$ cat src/rtl/alu_seq.sv
`default_nettype none
// ============================================================================
//  Module   : alu_seq
//  Brief    : Four-phase sequencer feeding an external 32-bit ALU. It reads
//             operands from a small register file and writes the result back.
//  Revision : 1.0
// ============================================================================
module alu_seq #(
   parameter int WIDTH = 32,
   parameter int NREG  = 8
) (
   input  logic             clk,
   input  logic             rst,
   input  logic             instr_valid,
   output logic             instr_ready,
   input  logic [12:0]      instr,
   input  logic             ld_valid,
   input  logic [2:0]       ld_addr,
   input  logic [WIDTH-1:0] ld_data,
   output logic [WIDTH-1:0] A,
   output logic [WIDTH-1:0] B,
   output logic [3:0]       S,
   input  logic [WIDTH-1:0] O,
   output logic             done,
   output logic             err,
   output logic [WIDTH-1:0] result,
   input  logic [2:0]       dbg_addr,
   output logic [WIDTH-1:0] dbg_data
);

   localparam logic [1:0] ST_IDLE = 2'd0;
   localparam logic [1:0] ST_OPND = 2'd1;
   localparam logic [1:0] ST_EXEC = 2'd2;
   localparam logic [1:0] ST_DONE = 2'd3;

   logic [1:0]       state_q,  state_d;
   logic [WIDTH-1:0] a_q,      a_d;
   logic [WIDTH-1:0] b_q,      b_d;
   logic [3:0]       s_q,      s_d;
   logic [3:0]       op_q,     op_d;
   logic [2:0]       rd_q,     rd_d;
   logic [WIDTH-1:0] result_q, result_d;
   logic             done_q,   done_d;
   logic             err_q,    err_d;
   logic [WIDTH-1:0] regs_q [NREG];
   logic [WIDTH-1:0] regs_d [NREG];

   logic [3:0]       w_op;
   logic [2:0]       w_rd;
   logic [2:0]       w_rs1;
   logic [2:0]       w_rs2;
   logic [WIDTH-1:0] w_rs1_val;
   logic [WIDTH-1:0] w_rs2_val;
   logic             w_accept;

   assign w_op  = instr[12:9];
   assign w_rd  = instr[8:6];
   assign w_rs1 = instr[5:3];
   assign w_rs2 = instr[2:0];

   // Register 0 is hardwired to zero on every read path.
   assign w_rs1_val = (w_rs1 == 3'd0) ? '0 : regs_q[w_rs1];
   assign w_rs2_val = (w_rs2 == 3'd0) ? '0 : regs_q[w_rs2];
   assign dbg_data  = (dbg_addr == 3'd0) ? '0 : regs_q[dbg_addr];

   assign instr_ready = (state_q == ST_IDLE) && !rst;
   assign w_accept    = instr_valid && instr_ready;

   assign A      = a_q;
   assign B      = b_q;
   assign S      = s_q;
   assign done   = done_q;
   assign err    = err_q;
   assign result = result_q;

   always_comb begin
      state_d  = state_q;
      a_d      = a_q;
      b_d      = b_q;
      s_d      = s_q;
      op_d     = op_q;
      rd_d     = rd_q;
      result_d = result_q;
      done_d   = 1'b0;
      err_d    = 1'b0;

      case (state_q)
         ST_IDLE: begin
            if (w_accept) begin
               if (w_op[3]) begin
                  done_d  = 1'b1;
                  err_d   = 1'b1;
                  state_d = ST_DONE;
               end else begin
                  a_d     = w_rs1_val;
                  b_d     = w_rs2_val;
                  op_d    = w_op;
                  rd_d    = w_rd;
                  state_d = ST_OPND;
               end
            end
         end
         // Select changes only after the operands have been stable a cycle.
         ST_OPND: begin
            s_d     = op_q;
            state_d = ST_EXEC;
         end
         ST_EXEC: begin
            result_d = O;
            s_d      = 4'd0;
            done_d   = 1'b1;
            state_d  = ST_DONE;
         end
         ST_DONE: begin
            state_d = ST_IDLE;
         end
         default: begin
            state_d = ST_IDLE;
         end
      endcase
   end

   // Writeback is applied after the load so it wins on a same-register clash.
   always_comb begin
      for (int i = 0; i < NREG; i++) begin
         regs_d[i] = regs_q[i];
      end
      if (ld_valid && (ld_addr != 3'd0)) begin
         regs_d[ld_addr] = ld_data;
      end
      if ((state_q == ST_EXEC) && (rd_q != 3'd0)) begin
         regs_d[rd_q] = O;
      end
   end

   always_ff @(posedge clk or posedge rst) begin
      if (rst) begin
         state_q  <= ST_IDLE;
         a_q      <= '0;
         b_q      <= '0;
         s_q      <= 4'd0;
         op_q     <= 4'd0;
         rd_q     <= 3'd0;
         result_q <= '0;
         done_q   <= 1'b0;
         err_q    <= 1'b0;
         for (int i = 0; i < NREG; i++) begin
            regs_q[i] <= '0;
         end
      end else begin
         state_q  <= state_d;
         a_q      <= a_d;
         b_q      <= b_d;
         s_q      <= s_d;
         op_q     <= op_d;
         rd_q     <= rd_d;
         result_q <= result_d;
         done_q   <= done_d;
         err_q    <= err_d;
         for (int i = 0; i < NREG; i++) begin
            regs_q[i] <= regs_d[i];
         end
      end
   end

endmodule
`default_nettype wire

$ cat config.mk
export PLATFORM = sky130hd
export DESIGN_NAME = alu_seq
export DESIGN_NICKNAME = d
export VERILOG_FILES = /design/src/rtl/alu_seq.sv
export SDC_FILE = /design/constraint.sdc
export NUM_CORES = 1
export LEC_CHECK = 0
export CORE_MARGIN = 1
export CORE_UTILIZATION = 57
export DETAILED_ROUTE_END_ITERATION = 10
export PLACE_DENSITY = 0.92
export SETUP_SLACK_MARGIN = 0.05
export SLEW_MARGIN = 20
export SYNTH_ARGS = -nofsm -noshare
export SYNTH_HDL_FRONTEND = slang
export SYNTH_SLANG_ARGS = --single-unit
$ cat constraint.sdc
create_clock -name clk -period 13.4 [get_ports clk]
set_clock_uncertainty 0.2 [all_clocks]
set_input_delay 1.34 -clock clk [delete_from_list [all_inputs] [get_ports clk]]
set_output_delay 1.34 -clock clk [all_outputs]
set_load 0.05 [all_outputs]
==> out/metrics.cfg <==
[yosys]
netlist_area_mm2 = 0.0196
synth_top_family_by_area = multiplexers
ys_seq_elements = 333
synth_flop_cell = dfrtp_1
synth_compound_area_share_pct = 14.7
netlist_instances = 1904
syn_nets = 1994
synth_edf_count = 0
synthSimpleGateAreaFrac_pct = 6.91
synthXorXnorAreaFrac_pct = 0
synth_largest_area_cell = dfrtp_1
synthArstFlopShare_pct = 100
synthAdderAreaFrac_pct = 0.192
ys_seq_area_share_pct = 42.6
netlist_top_cells_area = dfrtp_1 (43%), mux2i_1 (18%), mux2_2 (7.0%), a21oi_1 (5.8%), a221oi_1 (4.2%)
avgSynthCellArea_um2 = 10.3
netlist.area_leader.share_pct = 42.6
ys_types = 36
synth_warnings = 0
synthMuxAreaShare_pct = 29.6

[job]
cap_violations = 0

[timing]
period_needed_ps = 5960
finalWorstSetupSlack_ps = 7440
whs_ps = 305
tns_ps = 0
hold_viol_final = 0
max_freq_ghz = 0.168
slew-limit-headroom_pct = 22.9
worst_pin_slew_ps = 1160
rsz0062_at_grt = false
report.final.slew_viol_count = 0
finalCritPeriodShare_pct = 44.5
setup_viol = 0

[clocking]
cts.reportedPaths.clkPinSlew_ps = 60
cts_tree = yes
clk_latency_ps = 520
clkSinkCount = 333
h-tree-depth = 2
holdBufCountCts = 0
ctsResizeCount = 0
cts_made_buffers = 37
root_buffer = clkbuf_16
cts_setup_buffers = 0
cts_max_path_buffers = 3

[place]
dp_cells = 2395
io_buffers = 220
dp_hpwl_um = 34300
dp_slack_ps = 7250
routabilityCongestion = 0.854
place_area_mm2 = 0.0216

[cells_and_area]
final_cell_mix = mux2i_1 (349), dfrtp_1 (333), a21oi_1 (225), clkdlybuf4s50_1 (215), nor2_1 (191)
layout.nets = 2080
final_common_cell = mux2i_1
fin_area_mm2 = 0.0228
post-route-util_pct = 67.9
area_delta_synth_final_pct = 16.7
fill_cells = 2360
drive_gt1_share_pct = 13.1
instances_no_fill = 2466

[floorplanning]
start_util_pct = 58.2
dieArea_mm2 = 0.0351
coreArea_mm2 = 0.0336
die_y_um = 187
ioPinCount = 222
die_w_um = 187
rows = 67

[power]
ir_worst_vdd_v = 0.000198
p_switching_mw = 2.44
total_power_mw = 5.64
power.density_mw_per_mm2 = 247
pwr-share-comb_pct = 46.2
switching_share_pct = 43.2
p_leak_nw = 9.96
clock_power_share_pct = 17.9
p_int_mw = 3.20
seq_power_share_pct = 35.9

[global_route]
first_global_vias = 16500
grt_max_degree = 195
grt_usage_pct = 33.4
antenna_found_initial = 5
grt-ovfl-total = 0
grt_pass1_wl_um = 92400

[setup_path]
start_kind = primary input
end_kind = output pin
slowest_stage = clkdlybuf4s50_1
crit_family = buffers and inverters
cp_num_buf_inv = 3
worst-endpoint-required_ps = 11860
cp_max_fo = 65
critical_path_class = primary input to output pin
path_cells = buf_4 > nor2b_4 > buf_16 > a221oi_1 > a21oi_1 > clkdlybuf4s50_1
slowest_delay_ps = 870
arrival_ps = 4420

[routing]
drt_first_pass_iters = 7
ant_nets = 0
wire_per_inst_um = 24.3
first_iter_violations = 2154
drcViolationCount = 0
vias = 16600
wl_um = 59900
vias_per_cell = 6.74

[hold_path]
hp-class = flop to flop

[outcome]
status = complete, no violations

## per-layer routing
| metal | up-vias | global-route usage [%] | wire length, um |
|---|---|---|---|
| li1 | 7105 | - | - |
| met1 | 8058 | 42.5 | 22800 |
| met2 | 1185 | 53.8 | 28100 |
| met3 | 273 | 6.70 | 6100 |
| met4 | 0 | 17.7 | 2940 |
| met5 | - | 0 | 0 |
## synthesized netlist by cell type (15+ instances only)
master    number
a21oi_1      225
a221oi_1      94
buf_1         32
buf_2         52
buf_4         24
buf_6         15
clkbuf_1      77
dfrtp_1      333
inv_1         40
mux2_2       122
mux2i_1      349
mux4_2        34
nand2_1       99
nor2_1       191
o21ai_0       62
o21ai_1       39
o22ai_1       62
## registers in the layout, summed over array words and instances, names as in the netlist
signal and count:
A 32, B 32, S 3, done 1, err 1, op_q 3
rd_q 3, regs_q 224, result 32, state_q 2
## path summary, 6_finish.rpt
path / startpoint / endpoint / slack (ps) / cells past startpoint
worst max register to register: state_q[0] / regs_q[209] / 10200 / 6
worst min-delay path: result[8] / result[8] / 300 / 1
worst min register to register: result[8] / result[8] / 300 / 1
max in group asynchronous: rst / regs_q[14] / 10090 / 4
min in group asynchronous: rst / state_q[1] / 1300 / 2
worst max-delay path: dbg_addr[1] / dbg_data[29] / 7440 / 6
## power by group through the flow
stage | clock, mW | sequential [mW] | combinational (mW)
floorplan | 0 | 2.39 | 1.35
global placement | 0 | 1.95 | 2.47
detailed placement | 0 | 2.00 | 2.57
CTS | 1.02 | 1.99 | 2.59
global route | 1.05 | 2.07 | 2.77
finish | 1.01 | 2.02 | 2.61
## cell families (layout without fill, tap and decap cells)
family,Yosys count,in the layout
mux,519,519
other cells,1,6
buf+inv,241,350
fa+ha+maj,3,3
compound gates,484,484
flops,333,333
simple gates,323,323
## layout make-up
type,count,area (um^2),share of cell area (%)
Antenna cell,5,12.5,0.0548
Clock buffer,51,1040,4.55
Clock inverter,11,134,0.586
Inverter,40,158,0.690
Multi-Input combinational cell,1330,10100,44.3
Sequential cell,333,8330,36.5
Tap cell,448,561,2.45
Timing Repair Buffer,248,2480,10.9
Power figures use the tool's default switching activity.
==> edit 1, RTL diff (config.mk and constraints unchanged) <==
Change the parameter `NREG` from 8 to 16.
--- a/src/rtl/alu_seq.sv
+++ b/src/rtl/alu_seq.sv
@@ -7,7 +7,7 @@
 // ============================================================================
 module alu_seq #(
    parameter int WIDTH = 32,
-   parameter int NREG  = 8
+   parameter int NREG  = 16
 ) (
    input  logic             clk,
    input  logic             rst,
Function: not settled (the Yosys comparison gave no result); the edit may change what the design does.
==> edit 1 against the original RTL <==
  * Wire length up 1.2%
  * Power down 2.2%
  * Utilization down 1.5 points
  * Setup slack better by 460 ps
  * Maximum frequency up 8.3%
  * Area after synthesis up 2.4%
  * Register-to-register slack worse by 120 ps
  * Sequential cell count unchanged
  * Cell area up 0.49%
  * Synthesized cell count up 0.53%
  * Critical endpoint is now dbg_data[1]
  * Largest cell class unchanged
  * Largest power group unchanged
==> edit 1: results (changes against the original RTL) <==
[place]
hpwl_um=34200  ; was 34300 µm
gp_congestion=0.880  ; was 0.854
dp_cells=2409  ; was 2395
dpl-instance-area_um2=21800  ; was 21600 µm²
dpl_worst_slack_ps=7960  ; was 7250 ps

[cells_and_area]
design.seq.count=333  ; unchanged
fin_nets=2085  ; was 2080
drive_gt1_frac=0.0718  ; was 0.131
final_cells=2475  ; was 2466
largest_reg_flops=224  ; unchanged
buffer_area_frac=0.104  ; was 0.109
antenna_cells=1  ; was 5
utilization=0.664  ; was 0.679
multi_input_area_um2=10300  ; was 10100 µm²
multi_input_gates=1341  ; was 1330
num-nonclk-buffers=242  ; was 248
clk_share=0.0511  ; was 0.0513
clkbuf_count=57  ; was 51
nNonClkInverters=39  ; was 40
n_fill_cell=2508  ; was 2360

[power_and_ir_drop]
switchingPower_mw=2.38  ; was 2.44 mW
powerClk_mw=0.992
peakVddDrop_mv=0.181  ; was 0.198 mV
p_leak_nw=10.0  ; was 9.96 nW
p_per_area_nw_per_um2=240  ; was 247 nW/µm²

[worst_hold_path]
hold_start=op_q[0]  ; was result[8]
whs_endpoint=op_q[0]  ; was result[8]
hold_depth=2  ; was 1

[logic_synthesis]
syn_inst=1914  ; was 1904
synth_cell_types=40  ; was 36
syn_nets=2004  ; was 1994
synthTopCellsByCount=351 x mux2i_1, 333 x dfrtp_1, 191 x nor2_1, 160 x a21oi_1, 121 x mux2_1  ; was 349 x mux2i_1, 333 x dfrtp_1, 225 x a21oi_1, 191 x nor2_1, 122 x mux2_2
synth-seq-area-share=0.416  ; was 0.426
synthTopCellsByArea=dfrtp_1 42%, mux2i_1 18%, mux2_1 6.8%  ; was dfrtp_1 43%, mux2i_1 18%, mux2_2 7.0%

[critical_path]
max_stage_delay_ps=780  ; was 870 ps
cp.arrival_ps=3970  ; was 4420 ps
r2r-end=regs_q[299]  ; was regs_q[209]
startpoint=dbg_addr[0]  ; was dbg_addr[1]
worstPathMaxFanout=37  ; was 65
r2r_setup_slack_ps=10080  ; was 10200 ps
reg2regPathDepth=7  ; was 6
cp-endpoint=dbg_data[1]  ; was dbg_data[29]

[global_route]
grt_pass1_wl_um=93800  ; was 92400 µm
grt_antenna_before_repair=2  ; was 5
grt_max_degree=114  ; was 195
grt_use_total=0.335  ; was 0.334

[cts]
htreeDepth=2  ; unchanged
cts_buffers=38  ; was 37

[routing]
first_pass_iters=6  ; was 7
dr_wl_met2_um=27600  ; was 28100 µm
drt_iter0_drc=1875  ; was 2154
met3_length_um=6900  ; was 6100 µm
vias=16700  ; was 16600
drt_wl_total_um=60700  ; was 59900 µm
drt-met1-wl_um=23200  ; was 22800 µm

[status]
status=complete, no violations  ; unchanged

[timing]
worst_pin_slew_ps=1150  ; was 1160 ps
period_minus_slack_ps=5510  ; was 5960 ps
hold_ws_ps=279  ; was 305 ps

[floorplanning]
taps=455  ; was 448

[edit 1: cell count changes in the layout (fill, tap and decap cells not counted), moves of 58 or more]
cell / change
a221oi_1: -60
o22a_1: +62
mux2_2: -115
o22ai_1: -62
a22oi_1: +62
o21ai_0: -58
a21oi_1: -65
a31oi_1: +62
mux2_1: +107
[edit 1: routing by layer]
metal | global-route usage | vias to the layer above
met5 | 0 | -
met4 | 0.185 | 0
met3 | 0.0767 | 269
met2 | 0.520 | 1202
met1 | 0.432 | 8157
li1 | - | 7119
[edit 1: cell families (layout without fill, tap and decap cells)]
group | count (synthesis) | in the layout | share of synthesized area
buf+inv | 240 | 345 | 0.0706
flops | 333 | 333 | 0.416
mux | 513 | 513 | 0.286
compound gates | 482 | 482 | 0.150
other cells | 1 | 2 | 0.000187
fa+ha+maj | 3 | 3 | 0.00187
simple gates | 342 | 342 | 0.0752
==> edit 2, RTL diff (same settings) <==
Made on the original files. Make the reset (`rst`) synchronous in one clocked block.
--- a/src/rtl/alu_seq.sv
+++ b/src/rtl/alu_seq.sv
@@ -133,7 +133,7 @@
       end
    end
 
-   always_ff @(posedge clk or posedge rst) begin
+   always_ff @(posedge clk) begin
       if (rst) begin
          state_q  <= ST_IDLE;
          a_q      <= '0;
Check against the original RTL: not equivalent (a bounded check fails within 4 cycles, from zero or initial values and one cycle with rst high; the reset may be asserted at any time).
==> edit 2 against the original RTL <==
  * Setup slack improved by 150 ps
  * Area after synthesis fell by 3.6%
  * Cell area fell by 3.2%
  * Count of clock-buffer cells in the layout rose by 2
  * Critical endpoint is now dbg_data[23]
  * Critical path type unchanged
  * Sequential share of layout area fell by 6.3 points
  * Sequential cell count did not move
  * Wire length rose by 1.5%
Power is not compared: it rests on default switching activity, and its combinational part moved more than twofold at a synthesized area within 25%.
==> edit 2: results (changes against the original RTL) <==
[status]
status=complete, no violations  ; unchanged

[routing]
first_pass_iters=6  ; was 7
vias_per_cell=7.13  ; was 6.74
drt_iter0_drc=2461  ; was 2154
vias=16900  ; was 16600
wire_per_inst_um=25.7  ; was 24.3 µm

[place]
gp_congestion=0.816  ; was 0.854
dp_cells=2300  ; was 2395
dpl_worst_slack_ps=7740  ; was 7250 ps
portBuffers=220  ; unchanged
hpwl_um=34100  ; was 34300 µm

[logic_synthesis]
syn_nets=1931  ; was 1994
synth_compound_area_frac=0.182  ; was 0.147
synthMuxAreaShare=0.312  ; was 0.296
yosys_warnings=0  ; unchanged
synth-seq-area-share=0.353  ; was 0.426
synth_adder_area_share=0.00199  ; was 0.00192
synthTopCellsByCount=333 x dfxtp_1, 268 x nor2_1, 263 x mux2i_1, 226 x a211oi_1, 111 x clkbuf_1  ; was 349 x mux2i_1, 333 x dfrtp_1, 225 x a21oi_1, 191 x nor2_1, 122 x mux2_2
avgSynthCellArea_um2=10.2  ; was 10.3 µm²
synth_xor_area_frac=0  ; unchanged
async_flop_share=0  ; was 1.00
synth_cell_types=30  ; was 36
synthTopCellsByArea=dfxtp_1 35%, mux2i_1 14%, mux4_2 11%  ; was dfrtp_1 43%, mux2i_1 18%, mux2_2 7.0%
synth.most_common_cell=dfxtp_1  ; was mux2i_1

[power_and_ir_drop]
peakVddDrop_mv=0.124
p_sw_frac=0.311
p_leak_nw=8.55

[cells_and_area]
drive_gt1_frac=0.136  ; was 0.131
fin_nets=1990  ; was 2080
regMostFlops=regs_q  ; unchanged
largest_reg_flops=224  ; unchanged
n_fill_cell=2312  ; was 2360

[critical_path]
crit_slowest_cell=nor2b_4  ; was clkdlybuf4s50_1
max_stage_delay_ps=1080  ; was 870 ps
cp.arrival_ps=4270  ; was 4420 ps
worstPathMaxFanout=34  ; was 65
reg2regPathDepth=6  ; unchanged
crit_family=buffers and inverters  ; unchanged

[timing]
slew_headroom=0.189  ; was 0.229

[cts]
cts-root-buf=clkbuf_16  ; unchanged
cts_buffer_depth=3  ; unchanged
worstSkewPairLatency_ps=530
htreeDepth=2  ; unchanged
cts_buffers=36  ; was 37
post-cts-setup-buffers=0  ; unchanged
path_clk_slew_ps=60  ; about the same
cts_resized=0  ; unchanged

[global_route]
grt_pass1_wl_um=93800  ; was 92400 µm
grt_antenna_before_repair=1  ; was 5
grt_max_degree=94  ; was 195
grt_use_total=0.354  ; was 0.334

[worst_hold_path]
hold_depth=1  ; unchanged
hold_class=reg -> reg  ; unchanged

-- edit 2: changes by cell type in the layout (fill, tap and decap cells not counted), sizes merged, moves of 64 or more --
cell    before  now
a221o        0   64
nand2       99    0
a211oi       0  226
a21oi      225   36
o21ai      101    0
nor2       192  269
mux2i      349  263
dfxtp        0  333
dfrtp      333    0
a32o         0   64
a221oi      96   32
-- edit 2: power by group through the flow --
stage	logic (mW)	registers, mW	clock network (mW)
6_report	0.589	1.09	0.965
5_1_grt	0.616	1.10	1.01
4_1_cts	0.580	1.09	0.969
3_5_place_dp	0.577	1.11	0
3_3_place_gp	0.561	1.11	0
2_1_floorplan	0.301	1.20	0
-- edit 2: cell type report --
cell class                      count  area [µm²]  area share
Multi-Input combinational cell   1243       11100       0.504
Inverter                           35         131     0.00594
Clock buffer                       53        1070      0.0482
Clock inverter                     10        66.3     0.00300
Antenna cell                        1        2.50    0.000113
Sequential cell                   333        6670       0.301
Timing Repair Buffer              251        2490       0.113
Tap cell                          442         553      0.0250
-- edit 2: layer usage --
| metal | track usage | routed length [µm] | vias to the layer above |
|---|---|---|---|
| met1 | 0.429 | 22000 | 8013 |
| li1 | - | - | 7125 |
| met4 | 0.211 | 3260 | 0 |
| met2 | 0.564 | 27900 | 1430 |
| met3 | 0.0953 | 7760 | 320 |
| met5 | 0 | 0 | - |
-- edit 2: final timing paths --
kind          startpoint  slack, ps      endpoint
max          dbg_addr[1]       7590  dbg_data[23]
min                A[16]        270         A[16]
min reg2reg        A[16]        270         A[16]
max reg2reg   state_q[0]      10240  regs_q[6][9]
-- edit 2: stage by stage --
| step | utilization | area (µm²) |
|---|---|---|
| CTS | 0.677 | 22000 |
| finish | 0.680 | 22100 |
| detailed placement | 0.642 | 20900 |
| floorplan | - | 18900 |
| global placement | 0.641 | 20900 |
| global route | 0.680 | 22100 |
